`src/rtl/sent_tx_pulse_gen.sv`:
```
`timescale 1ns/1ps
// sent_tx_pulse_gen
// -----------------
// SENT (SAE J2716) transmit pulse generator. Accepts one frame per
// frame_valid/frame_ready handshake and serialises it on data_pulse as a
// sequence of pulses:
//   SYNC -> STATUS -> DATA x N -> CRC -> [PAUSE] -> (next SYNC | TERM)
// Every pulse starts with a falling edge, stays low for LOW_TICKS ticks and
// is high for the rest of its length. A tick is (tick_div + 1) clocks.
//
// Ports
//   clk_tx        transmit clock, all logic on its rising edge
//   reset_tx      synchronous, active-high reset
//   tick_div      clocks per tick minus 1 (latched at acceptance)
//   frame_valid   frame request
//   frame_ready   high in IDLE or on the last clock of a frame
//   status_nb     status/communication nibble (latched at acceptance)
//   data_fast     data nibbles, nibble 1 at [23:20] (latched at acceptance)
//   nibble_count  number of data nibbles 1..6; 0 and 7 mean 6
//   pause_en      append a pause pulse after the CRC pulse
//   pause_ticks   pause pulse length in ticks; values below 12 mean 12
//   data_pulse    SENT line, idle high
//   busy          high whenever a frame or terminating pulse is active
//   frame_done    one-cycle pulse on the last clock of the frame
//   crc_out       CRC of the frame being sent
module sent_tx_pulse_gen #(
  parameter int unsigned LOW_TICKS  = 5,
  parameter int unsigned SYNC_TICKS = 56
) (
  input  logic        clk_tx,
  input  logic        reset_tx,
  input  logic [10:0] tick_div,
  input  logic        frame_valid,
  output logic        frame_ready,
  input  logic [3:0]  status_nb,
  input  logic [23:0] data_fast,
  input  logic [2:0]  nibble_count,
  input  logic        pause_en,
  input  logic [11:0] pause_ticks,
  output logic        data_pulse,
  output logic        busy,
  output logic        frame_done,
  output logic [3:0]  crc_out
);

  typedef enum logic [2:0] {
    S_IDLE,
    S_SYNC,
    S_STATUS,
    S_DATA,
    S_CRC,
    S_PAUSE,
    S_TERM
  } state_t;

  localparam logic [11:0] LOW_LEN  = 12'(LOW_TICKS);
  localparam logic [11:0] SYNC_LEN = 12'(SYNC_TICKS);
  localparam logic [11:0] MIN_LEN  = 12'd12;

  state_t      state_q,      state_d;
  logic [10:0] div_q,        div_d;
  logic [10:0] cnt_q,        cnt_d;
  logic [11:0] ptick_q,      ptick_d;
  logic [3:0]  status_q,     status_d;
  logic [23:0] data_q,       data_d;
  logic [2:0]  nib_left_q,   nib_left_d;
  logic        pause_en_q,   pause_en_d;
  logic [11:0] pause_len_q,  pause_len_d;
  logic [3:0]  crc_q,        crc_d;
  logic        data_pulse_q, data_pulse_d;
  logic        init_q;

  logic        tick_en;
  logic        last_tick;
  logic        frame_end;
  logic        accept;
  logic [11:0] pulse_len;
  logic [2:0]  eff_count;

  // J2716 4-bit CRC table (seed 5, polynomial x^4+x^3+x^2+1)
  function automatic logic [3:0] crc_lookup(input logic [3:0] c);
    logic [3:0] r;
    case (c)
      4'd0:    r = 4'd0;
      4'd1:    r = 4'd13;
      4'd2:    r = 4'd7;
      4'd3:    r = 4'd10;
      4'd4:    r = 4'd14;
      4'd5:    r = 4'd3;
      4'd6:    r = 4'd9;
      4'd7:    r = 4'd4;
      4'd8:    r = 4'd1;
      4'd9:    r = 4'd12;
      4'd10:   r = 4'd6;
      4'd11:   r = 4'd11;
      4'd12:   r = 4'd15;
      4'd13:   r = 4'd2;
      4'd14:   r = 4'd8;
      default: r = 4'd5;
    endcase
    return r;
  endfunction

  // CRC over the first 'count' data nibbles (status excluded), followed by
  // the augmentation step. Computed in one go at acceptance so crc_out is
  // valid on the very next cycle.
  function automatic logic [3:0] crc_calc(input logic [23:0] nibs,
                                          input logic [2:0]  count);
    logic [3:0]  c;
    logic [23:0] sh;
    c  = 4'b0101;
    sh = nibs;
    for (int i = 0; i < 6; i++) begin
      if (3'(i) < count) begin
        c = crc_lookup(c) ^ sh[23:20];
      end
      sh = {sh[19:0], 4'd0};
    end
    return crc_lookup(c);
  endfunction

  assign eff_count = (nibble_count == 3'd0 || nibble_count == 3'd7) ? 3'd6 : nibble_count;

  // Length in ticks of the pulse currently being sent
  always_comb begin
    pulse_len = LOW_LEN;
    unique case (state_q)
      S_SYNC:   pulse_len = SYNC_LEN;
      S_STATUS: pulse_len = MIN_LEN + {8'd0, status_q};
      S_DATA:   pulse_len = MIN_LEN + {8'd0, data_q[23:20]};
      S_CRC:    pulse_len = MIN_LEN + {8'd0, crc_q};
      S_PAUSE:  pulse_len = pause_len_q;
      default:  pulse_len = LOW_LEN;
    endcase
  end

  assign tick_en   = (cnt_q == div_q);
  assign last_tick = tick_en && (ptick_q == pulse_len - 12'd1);

  // The frame ends on the last clock of CRC, or of PAUSE when enabled; only
  // that single clock may accept the next frame so back-to-back frames get
  // no extra or shortened ticks.
  assign frame_end   = last_tick &&
                       ((state_q == S_CRC && !pause_en_q) || state_q == S_PAUSE);
  assign frame_ready = init_q && (state_q == S_IDLE || frame_end);
  assign accept      = frame_valid && frame_ready;

  assign frame_done = frame_end;
  assign busy       = (state_q != S_IDLE);
  assign data_pulse = data_pulse_q;
  assign crc_out    = crc_q;

  // Next-state: tick divider, per-pulse tick counter, pulse sequencing and
  // frame latching. The line level is derived from the next state so that
  // data_pulse is a clean register output.
  always_comb begin
    state_d     = state_q;
    div_d       = div_q;
    cnt_d       = cnt_q;
    ptick_d     = ptick_q;
    status_d    = status_q;
    data_d      = data_q;
    nib_left_d  = nib_left_q;
    pause_en_d  = pause_en_q;
    pause_len_d = pause_len_q;
    crc_d       = crc_q;

    if (state_q != S_IDLE) begin
      cnt_d = tick_en ? 11'd0 : cnt_q + 11'd1;
      if (tick_en) begin
        ptick_d = ptick_q + 12'd1;
      end
    end

    if (last_tick) begin
      ptick_d = 12'd0;
      unique case (state_q)
        S_SYNC:   state_d = S_STATUS;
        S_STATUS: state_d = S_DATA;
        S_DATA: begin
          data_d     = {data_q[19:0], 4'd0};
          nib_left_d = nib_left_q - 3'd1;
          if (nib_left_q == 3'd1) begin
            state_d = S_CRC;
          end
        end
        S_CRC:    state_d = pause_en_q ? S_PAUSE : S_TERM;
        S_PAUSE:  state_d = S_TERM;
        S_TERM:   state_d = S_IDLE;
        default:  state_d = S_IDLE;
      endcase
    end

    // Acceptance overrides the frame-end transition to TERM
    if (accept) begin
      state_d     = S_SYNC;
      cnt_d       = 11'd0;
      ptick_d     = 12'd0;
      div_d       = tick_div;
      status_d    = status_nb;
      data_d      = data_fast;
      nib_left_d  = eff_count;
      pause_en_d  = pause_en;
      pause_len_d = (pause_ticks < MIN_LEN) ? MIN_LEN : pause_ticks;
      crc_d       = crc_calc(data_fast, eff_count);
    end

    data_pulse_d = (state_d == S_IDLE) || (ptick_d >= LOW_LEN);
  end

  // State registers; reset aborts any frame and returns the line high
  always_ff @(posedge clk_tx) begin
    if (reset_tx) begin
      state_q      <= S_IDLE;
      div_q        <= 11'd0;
      cnt_q        <= 11'd0;
      ptick_q      <= 12'd0;
      status_q     <= 4'd0;
      data_q       <= 24'd0;
      nib_left_q   <= 3'd0;
      pause_en_q   <= 1'b0;
      pause_len_q  <= 12'd0;
      crc_q        <= 4'd0;
      data_pulse_q <= 1'b1;
      init_q       <= 1'b0;
    end else begin
      state_q      <= state_d;
      div_q        <= div_d;
      cnt_q        <= cnt_d;
      ptick_q      <= ptick_d;
      status_q     <= status_d;
      data_q       <= data_d;
      nib_left_q   <= nib_left_d;
      pause_en_q   <= pause_en_d;
      pause_len_q  <= pause_len_d;
      crc_q        <= crc_d;
      data_pulse_q <= data_pulse_d;
      init_q       <= 1'b1;
    end
  end

endmodule

```
`config.mk`:
```
export PLATFORM = sky130hd
export DESIGN_NAME = sent_tx_pulse_gen
export DESIGN_NICKNAME = d
export VERILOG_FILES = /design/src/rtl/sent_tx_pulse_gen.sv
export SDC_FILE = /design/constraint.sdc
export NUM_CORES = 1
export LEC_CHECK = 0
export CORE_UTILIZATION = 62
export CTS_CLUSTER_SIZE = 8
export DETAILED_ROUTE_END_ITERATION = 8
export PLACE_DENSITY = 0.86
export RECOVER_POWER = 50
export SYNTH_ARGS = -nofsm -noshare
export SYNTH_HDL_FRONTEND = slang
export SYNTH_SLANG_ARGS = --single-unit
```
`constraint.sdc`:
```
create_clock -name clk_tx -period 13.2 [get_ports clk_tx]
set_clock_uncertainty 0.1 [all_clocks]
set_input_delay 2.64 -clock clk_tx [delete_from_list [all_inputs] [get_ports clk_tx]]
set_output_delay 2.64 -clock clk_tx [all_outputs]
set_load 0.01 [all_outputs]
```
* Word-level counts from Yosys, hierarchy flattened *
Memories as Yosys holds them, arrays and structs flattened. A register that Yosys moved wholly into a read port is not among the register bits.
Cells that the tools add are included.

operators by class
  $add $sub $neg = 7
  order comparisons = 8
  equal/unequal tests = 9
  multiplexer cells = 44
  bitwise logic cells = 6
  reductions and logical operators = 18

operators by type and width
  cell                   number
  $mux 4                 24
  $mux 24                3
  $mux 12                5
  $pmux 12 s5            1
  $xor 4x4->4            6
  $mux 3                 7
  $add 4x4->5 const A    3
  $pmux 3 s5             1
  $add 12x1->12 const B  1
  $eq 12x12->1           1
  $ge 12x3->1 const B    1
  $lt 12x4->1 const B    1
  $sub 12x1->12 const B  1
  $add 11x1->11 const B  1
  $eq 11x11->1           1
  $mux 11                1
  $eq 3x3->1 const B     3
  $logic_not 3->1        3
  $eq 3x1->1 const B     2
  $eq 3x2->1 const B     2
  $lt 1x3->1 const A     2
  $lt 2x3->1 const A     2
  $lt 3x3->1 const A     2
  $logic_and 1x1->1      5
  9 further kinds        13

word-level totals
  register bits after elaboration = 83
  ROM bits = 384
  bits of input ports = 58
  output and inout bits = 8
  logic and storage cells = 109
  memories = 6

memory list
  name              words  width  rd ports  clocked after Yosys merged registers in  write ports  RTL line  text
  (name not given)  16     4      1         0                                        0            83        case (c)
  (name not given)  16     4      1         0                                        0            83
  (name not given)  16     4      1         0                                        0            83
  (name not given)  16     4      1         0                                        0            83
  (name not given)  16     4      1         0                                        0            83
  (name not given)  16     4      1         1                                        0            83

* Logic depth before layout (Yosys ltp) *
Gate-level depths: netlist of run 1.
An unclocked memory read counts as a cell.

  word-level depth = 43
  mapped depth = 22
  gate-level depth less buffers = 19

* Worst setup path before layout of run 1 *
Ideal clock, no wire load.

  path kind = register to output
  start point = register state_q[0]
  end point = output frame_done
  arrival = 3.976 ns
  required time = 10.460 ns
  path slack = 6.484 ns
  cell stages (with the launch flop) = 16
  path buffers = 2
  cell sequence = dfxtp_1 -> buf_2 -> clkbuf_1 -> nand2_1 -> a21oi_1 -> o221ai_1 -> ha_1 -> or3_1 -> a21oi_1 -> or4b_1 -> o311ai_1 -> a21oi_1 -> or2_2 -> or4b_2 -> nor4b_1 -> and3_1

between the ends
  cells in the longest elaborated chain, start to end = 6
  elaborated cells between the ends (all ways) = 12
  classes of those cells = add/sub (1); eq/ne (6); mux (1); reduce/logical (4)

RTL lines
  what                                      RTL line  text
  start, declared                           60        state_t state_q, state_d;
  start signal, assigned                    227       state_q <= state_d;
  $eq 3x3->1, or another cell as far along  127, 144
  $pmux 12 s5                               127       unique case (state_q)
  $sub 12x1->12                             138       assign last_tick = tick_en && (ptick_q == pulse_len - 12'd1);
  $eq 12x12->1                              138
  $logic_and 1x1->1                         138
  $logic_and 1x1->1 *                       143       assign frame_end = last_tick &&
  end, declared                             42        output logic frame_done,

Mark *: on every way between the ends. The rest lies on a longest branch, timed or not.

* Worst setup path in the final report of run 1 *
  start point = register state_q[1]
  end point = output frame_done

The elaborated chain is that of the path after synthesis.

==> flow_metrics.py, run 1 <==
metrics = {
    "critical_path": {
        "worstSetupEndpoint": "frame_done",
        "crit_arrival_ns": 5.53,
        "cp_max_fo": 13,
        "crit_chain": "inv_2 -> ha_1 -> a21boi_0 -> or3_1 -> ha_1 -> or4b_1 -> o311ai_1 -> a21oi_1 -> or2_2 -> or4b_2 -> nor4b_1 -> and3_1 -> clkdlybuf4s50_1",
        "worstSetupStartpointType": "register",
        "crit_top_cell": "ha_1",
        "crit_type": "reg -> out",
        "r2r_start": "state_q[2]",
        "worst_ep_required_time_ns": 10.46,
        "cpMaxStageDelayCell": "or4b_2",
        "setup.worst_path.end_class": "primary output",
        "slowest_delay_ns": 0.63,
        "startpoint": "state_q[1]",
        "cp_top_family": "simple AND/OR/NAND/NOR gates",
        "crit_cells": 13,
        "rr_endpoint": "cnt_q[5]",
        "rr_worst_depth": 18,
        "worst-path-buf-inv": 2,
        "rrSetupSlack_ns": 6.71,
    },
    "floorplan": {
        "die-area_sq_mm": 0.0102,
        "die_y_um": 101,
        "pin_count": 66,
        "die_x_um": 101,
        "design.core.area_sq_mm": 0.00937,
        "start_util": 0.651,
        "row_count": 35,
    },
    "finish": {
        "fin_cells": 919,
        "area_growth_syn_to_layout_pct": 13.0,
        "fillers": 776,
        "final_common_cell": "nor2_1",
        "final_cell_area_sq_mm": 0.00690,
        "multi_input_area_sq_mm": 0.00402,
        "final_cell_mix": "nor2_1 (92), nand2_1 (90), dfxtp_1 (87)",
        "n_antenna_cell": 0,
        "seq_area_sq_mm": 0.00174,
        "finish.net_count": 851,
        "drive_gt1_frac": 0.0494,
    },
    "pwr": {
        "power_density_mw_per_mm2": 126,
        "switching_share": 0.355,
        "p_int_uw": 559,
        "ir_drop_uv": 210,
        "seq_power_share": 0.338,
        "clkPwrFrac": 0.254,
        "power_switching_uw": 307,
        "leakage_nw": 2.66,
        "combPwrFrac": 0.408,
    },
    "place": {
        "gp_congestion": 0.901,
        "numPortBuffers": 65,
        "placed_cell_area_sq_mm": 0.00667,
        "placed_cells": 903,
        "hpwlAfterDp_um": 11400,
        "pre_cts_ws_ns": 5.43,
    },
    "timing": {
        "fmax_ghz": 0.121,
        "worstMarginPinSlew_ns": 2.99,
        "tns_ns": 0,
        "rsz0062_at_grt": "no",
        "max-slew-margin-rel": -0.993,
        "whs_ns": 0.368,
        "final.min_clock_period_ns": 8.27,
        "finalCritPeriodShare": 0.627,
        "maxSlewViolCount": 109,
        "setup_viol_count_final": 0,
        "setup_ws_ns": 4.93,
        "hold_viol": 0,
    },
    "yosys": {
        "synth.distinct_cells": 76,
        "seq_area_frac_synth": 0.285,
        "synth-seq-cells": 87,
        "ys.warnings.count": 0,
        "synth.net_count": 817,
        "syn_avg_cell_area_sq_um": 8.13,
        "synth_top_area_frac": 0.285,
        "synth_top_area_cell": "dfxtp_1",
        "synth_flop_cell": "dfxtp_1",
        "postSynthCellCount": 751,
        "ys_async_sr_fraction": 0,
        "synth_enable_flop_cells": 0,
        "syn_area_sq_mm": 0.00610,
        "synth.area.top_cells": "dfxtp_1 (29%), xnor2_1 (8.8%), nor2_1 (5.6%)",
    },
    "status": {
        "outcome": "finished, violations left",
        "violations": "max-capacitance violations, max-slew violations",
    },
    "routing": {
        "drtPass1Iterations": 7,
        "routed_wl_um": 15300,
        "wire_per_inst_um": 16.6,
        "drcViolationCount": 0,
        "postRouteAntennaNets": 0,
        "dr_total_vias": 5558,
        "vias_per_cell": 6.05,
        "first_iter_violations": 340,
    },
    "cts": {
        "cts.clk_slew.worst_paths_ns": 0.10,
        "clock_path_buffers": 2,
        "postCtsSetupBuffers": 0,
        "clock_latency_ns": 0.37,
        "cts_buffers": 9,
        "htree_levels": 3,
        "ctsRootBufferMaster": "clkbuf_8",
        "cts_resized": 0,
        "clock_sinks": 87,
        "cts_hold_buf": 0,
        "cts_tree": "built",
    },
    "hold_path": {
        "hold_class": "reg -> reg",
    },
    "global_route": {
        "grt_pass1_wl_um": 24700,
        "antenna_found_initial": 0,
        "grt_max_degree": 68,
        "grt.total_usage": 0.306,
        "overflow": 0,
        "grt_pass1_vias": 5249,
    },
    "run": {
        "max_cap_violations": 2,
    },
}
worst min path at each step:
stage | from | endpoint | slack, ns | cells after the start
after floorplan | pause_len_q[0] | pause_len_q[0] | 0.33 | 2
after global placement | pause_len_q[5] | pause_len_q[5] | 0.35 | 2
after detailed placement | pause_len_q[5] | pause_len_q[5] | 0.36 | 2
after CTS | pause_len_q[5] | pause_len_q[5] | 0.37 | 2
after global routing | pause_len_q[5] | pause_len_q[5] | 0.40 | 2
final | pause_len_q[5] | pause_len_q[5] | 0.37 | 2
worst min-delay path, cell delays in order (launching register included):
cell and delay [ns]:
dfxtp_1 0.32, nand2_1 0.05, a21oi_1 0.06
Yosys cell counts, types with 6 or more instances:
cell / n
nor4_1: 8
nand4_1: 6
a21oi_1: 57
dfxtp_1: 87
o21ai_0: 16
ha_1: 8
buf_2: 12
xnor3_1: 10
clkbuf_1: 22
mux2i_1: 29
or3_1: 8
nand3_1: 24
nand2_1: 90
nor3_1: 21
xnor2_1: 61
nor2_1: 91
xor2_1: 24
nor2b_1: 6
a211oi_1: 26
inv_1: 16
and3_1: 13
a31oi_1: 10
cells by family (layout without fill, tap and decap cells):
group / count (synthesis) / in the layout / synth area share
simple gates: 306 / 306 / 0.243
compound gates: 155 / 155 / 0.172
xor+xnor: 99 / 99 / 0.174
flops: 87 / 87 / 0.285
buf+inv: 64 / 103 / 0.0562
mux: 32 / 32 / 0.0535
fa+ha+maj: 8 / 8 / 0.0164
power groups by stage:
stage | Sequential, mW | Combinational [mW] | Clock, mW
6_report | 0.293 | 0.353 | 0.220
5_1_grt | 0.295 | 0.383 | 0.233
4_1_cts | 0.293 | 0.354 | 0.223
3_5_place_dp | 0.299 | 0.352 | 0
3_3_place_gp | 0.299 | 0.340 | 0
2_1_floorplan | 0.295 | 0.279 | 0
metrics by stage:
step / util / total power [mW]
after CTS: 0.737 / 0.870
after detailed placement: 0.712 / 0.651
after global routing: 0.736 / 0.911
after floorplan: - / 0.574
after global placement: 0.712 / 0.639
final: 0.736 / 0.867
final cells by class:
type,instances,share of cell area
multi-input cells,600,0.582
flip-flops and latches,87,0.253
repair buffers,70,0.0980
well taps,129,0.0234
clock buffers,9,0.0180
clock inverters,7,0.0163
inverters,17,0.00925
routing by layer:
layer	wire, um	share of wire	vias up	GRT usage
met5	0	0	-	0
met4	274	0.018	0	0.101
li1	-	-	2736	-
met1	6840	0.45	2623	0.395
met2	7500	0.49	173	0.525
met3	667	0.044	26	0.0462
sequential cells by signal, indices dropped and copies added, names as in the netlist:
name,count
data_pulse,1
div_q,11
crc_out,4
state_q,3
pause_len_q,12
data_q,24
init_q,1
ptick_q,12
pause_en_q,1
cnt_q,11
nib_left_q,3
status_q,4
No activity file was read; power rests on OpenSTA's default activity.
==> inputs of run 2 (changes only) <==
--- a/config.mk
+++ b/config.mk
@@ -5,10 +5,10 @@
 export SDC_FILE = /design/constraint.sdc
 export NUM_CORES = 1
 export LEC_CHECK = 0
-export CORE_UTILIZATION = 62
+export CORE_UTILIZATION = 52
 export CTS_CLUSTER_SIZE = 8
 export DETAILED_ROUTE_END_ITERATION = 8
-export PLACE_DENSITY = 0.86
+export PLACE_DENSITY = 0.77
 export RECOVER_POWER = 50
 export SYNTH_ARGS = -nofsm -noshare
 export SYNTH_HDL_FRONTEND = slang
==> constraint.sdc (replaced) <==
create_clock -name clk_tx -period 7.4 [get_ports clk_tx]
set_clock_uncertainty 0.1 [all_clocks]
set_input_delay 1.48 -clock clk_tx [delete_from_list [all_inputs] [get_ports clk_tx]]
set_output_delay 1.48 -clock clk_tx [all_outputs]
set_load 0.01 [all_outputs]
==> run 2 against run 1 <==
The run still ends with max-capacitance violations, max-slew violations left. Sequential share of layout area fell by 0.17 points. Worst setup slack got worse by 4.6 ns. Critical path depth did not move. Register-to-register slack got worse by 5.7 ns. Critical path type unchanged. Critical endpoint unchanged. Largest cell class unchanged.
==> flow_metrics.py, run 2 (synthesized netlist as in run 1, its figures left out) <==
metrics = {
    "critical_path": {
        "cp_max_fo": 13,
        "crit_cells": 13,
        "rrSetupSlack_ns": 0.97,
        "crit_chain": "inv_2 -> ha_1 -> a21boi_1 -> or3_1 -> ha_1 -> or4b_1 -> o311ai_1 -> a21oi_1 -> or2_2 -> or4b_2 -> nor4b_1 -> and3_1 -> clkdlybuf4s50_1",
        "cpMaxStageDelayCell": "or4b_2",
        "worst_ep_required_time_ns": 5.82,
        "crit_type": "reg -> out",
        "rr_endpoint": "div_q[3]",
        "worst-path-buf-inv": 2,
        "slowest_delay_ns": 0.64,
        "setup.worst_path.end_class": "primary output",
        "r2r_start": "state_q[1]",
        "startpoint": "state_q[1]",
        "crit_arrival_ns": 5.51,
        "worstSetupEndpoint": "frame_done",
        "rr_worst_depth": 15,
        "cp_top_family": "simple AND/OR/NAND/NOR gates",
        "worstSetupStartpointType": "register",
        "crit_top_cell": "ha_1",
    },
    "finish": {
        "largest_reg_flops": 24,
        "final_common_cell": "nor2_1",
        "multi_input_area_sq_mm": 0.00402,
        "top_regs": "data_q (24), pause_len_q (12), ptick_q (12)",
        "final_cell_area_sq_mm": 0.00695,
        "finish.net_count": 853,
        "top_register": "data_q",
        "seq_area_sq_mm": 0.00174,
        "fillers": 1019,
        "final_cell_mix": "nor2_1 (92), nand2_1 (90), dfxtp_1 (86)",
        "drive_gt1_frac": 0.0482,
        "area_growth_syn_to_layout_pct": 13.8,
    },
    "place": {
        "hpwlAfterDp_um": 11200,
        "gp_congestion": 0.940,
        "placed_cell_area_sq_mm": 0.00670,
        "numPortBuffers": 65,
    },
    "pwr": {
        "leakage_nw": 2.68,
        "ir_drop_uv": 258,
        "power_density_mw_per_mm2": 224,
    },
    "floorplan": {
        "die-area_sq_mm": 0.0122,
        "pin_count": 66,
        "die_y_um": 110,
        "row_count": 39,
        "design.core.area_sq_mm": 0.0114,
        "die_x_um": 110,
        "start_util": 0.535,
    },
    "status": {
        "violations": "max-capacitance violations, max-slew violations",
        "outcome": "finished, violations left",
    },
    "global_route": {
        "grt_pass1_wl_um": 24400,
        "grt_pass1_vias": 4949,
        "antenna_found_initial": 1,
        "overflow": 0,
        "grt_max_degree": 68,
        "grt.total_usage": 0.259,
    },
    "timing": {
        "setup_viol_count_final": 0,
        "hold_viol": 0,
        "tns_ns": 0,
        "finalCritPeriodShare": 0.958,
        "final.min_clock_period_ns": 7.09,
        "fmax_ghz": 0.141,
        "maxSlewViolCount": 144,
        "max-slew-margin-rel": -0.996,
        "worstMarginPinSlew_ns": 2.99,
        "rsz0062_at_grt": "no",
    },
    "hold_path": {
        "hold_class": "reg -> reg",
        "whs_path_depth": 2,
    },
    "routing": {
        "first_iter_violations": 427,
        "route.top_layer_used": "met4",
        "m1WireLength_um": 6920,
        "dr_total_vias": 5498,
        "drtPass1Iterations": 5,
        "drcViolationCount": 0,
        "wire_per_inst_um": 16.4,
        "met3_length_um": 683,
        "routed_wl_um": 15300,
        "vias_per_cell": 5.89,
        "dr_wl_met2_um": 7460,
        "postRouteAntennaNets": 0,
    },
    "cts": {
        "postCtsSetupBuffers": 0,
        "cts.clk_slew.worst_paths_ns": 0.07,
        "cts_buffers": 9,
        "ctsRootBufferMaster": "clkbuf_16",
        "clock_path_buffers": 2,
        "cts_hold_buf": 0,
        "clock_sinks": 87,
        "htree_levels": 3,
        "clock_latency_ns": 0.34,
        "cts_tree": "built",
    },
    "run": {
        "max_cap_violations": 3,
    },
}
-- run 2: cell count changes in the layout (fill, tap and decap cells not counted), sizes merged --
cell | before | now
buf | 4 | 5
bufinv | 2 | 0
clkbuf | 11 | 13
diode | 0 | 1
inv | 20 | 18
-- run 2: cell type report --
type	instances	area share
multi-input combinational	600	0.579
sequential	87	0.251
timing repair buffer	72	0.0989
clock buffer	10	0.0330
tap	143	0.0258
inverter	17	0.00918
clock inverter	3	0.00306
antenna	1	0.000360
-- run 2: layer usage --
metal,GRT usage,vias up
met5,0,-
met4,0.0874,0
met3,0.0364,19
met2,0.429,150
met1,0.345,2597
li1,-,2732
-- run 2: worst min-delay path by stage --
stage / from / endpoint / slack (ns)
global route: div_q[8] / div_q[8] / 0.39
global placement: pause_len_q[5] / pause_len_q[5] / 0.35
floorplan: pause_len_q[0] / pause_len_q[0] / 0.33
CTS: pause_len_q[5] / pause_len_q[5] / 0.37
finish: pause_len_q[11] / pause_len_q[11] / 0.37
detailed placement: pause_len_q[5] / pause_len_q[5] / 0.36
-- run 2: power by group --
group	switching (mW)	leakage [nW]	internal, mW
Combinational	0.320	1.85	0.304
Sequential	0.0271	0.710	0.498
Clock	0.184	0.121	0.223
Total	0.531	2.68	1.02
-- run 2: stage by stage --
step	cells	util	hold slack, ns	setup WS [ns]	total power, mW
after global routing	932	0.608	0.390	0.00364	1.64
final	933	0.608	0.371	0.309	1.56
after global placement	919	0.587	0.350	0.977	1.15
after floorplan	751	-	0.332	1.84	1.02
after CTS	932	0.609	0.366	0.279	1.57
after detailed placement	919	0.587	0.358	0.721	1.16
-- run 2: repair_timing --
action | 4_1_cts | 5_1_grt
endpoints found under the setup margin | 0 | 2
resized for setup | 0 | 3
endpoints found under the hold margin | 0 | 0
-- run 2: worst register-to-register path, delay by kind of cell, from the launching register on --
| family | cells | cell delay, ns |
|---|---|---|
| compound gates | 5 | 1.27 |
| fa+ha+maj | 2 | 0.76 |
| buf+inv | 2 | 0.59 |
| flops | 1 | 0.60 |
| simple gates | 6 | 3.01 |
==> inputs of run 3 (changes only) <==
--- a/config.mk
+++ b/config.mk
@@ -13,3 +13,4 @@
 export SYNTH_ARGS = -nofsm -noshare
 export SYNTH_HDL_FRONTEND = slang
 export SYNTH_SLANG_ARGS = --single-unit
+export TNS_END_PERCENT = 1
==> results of run 3 <==
Final layout, timing and power as in run 2 (identical DEF).
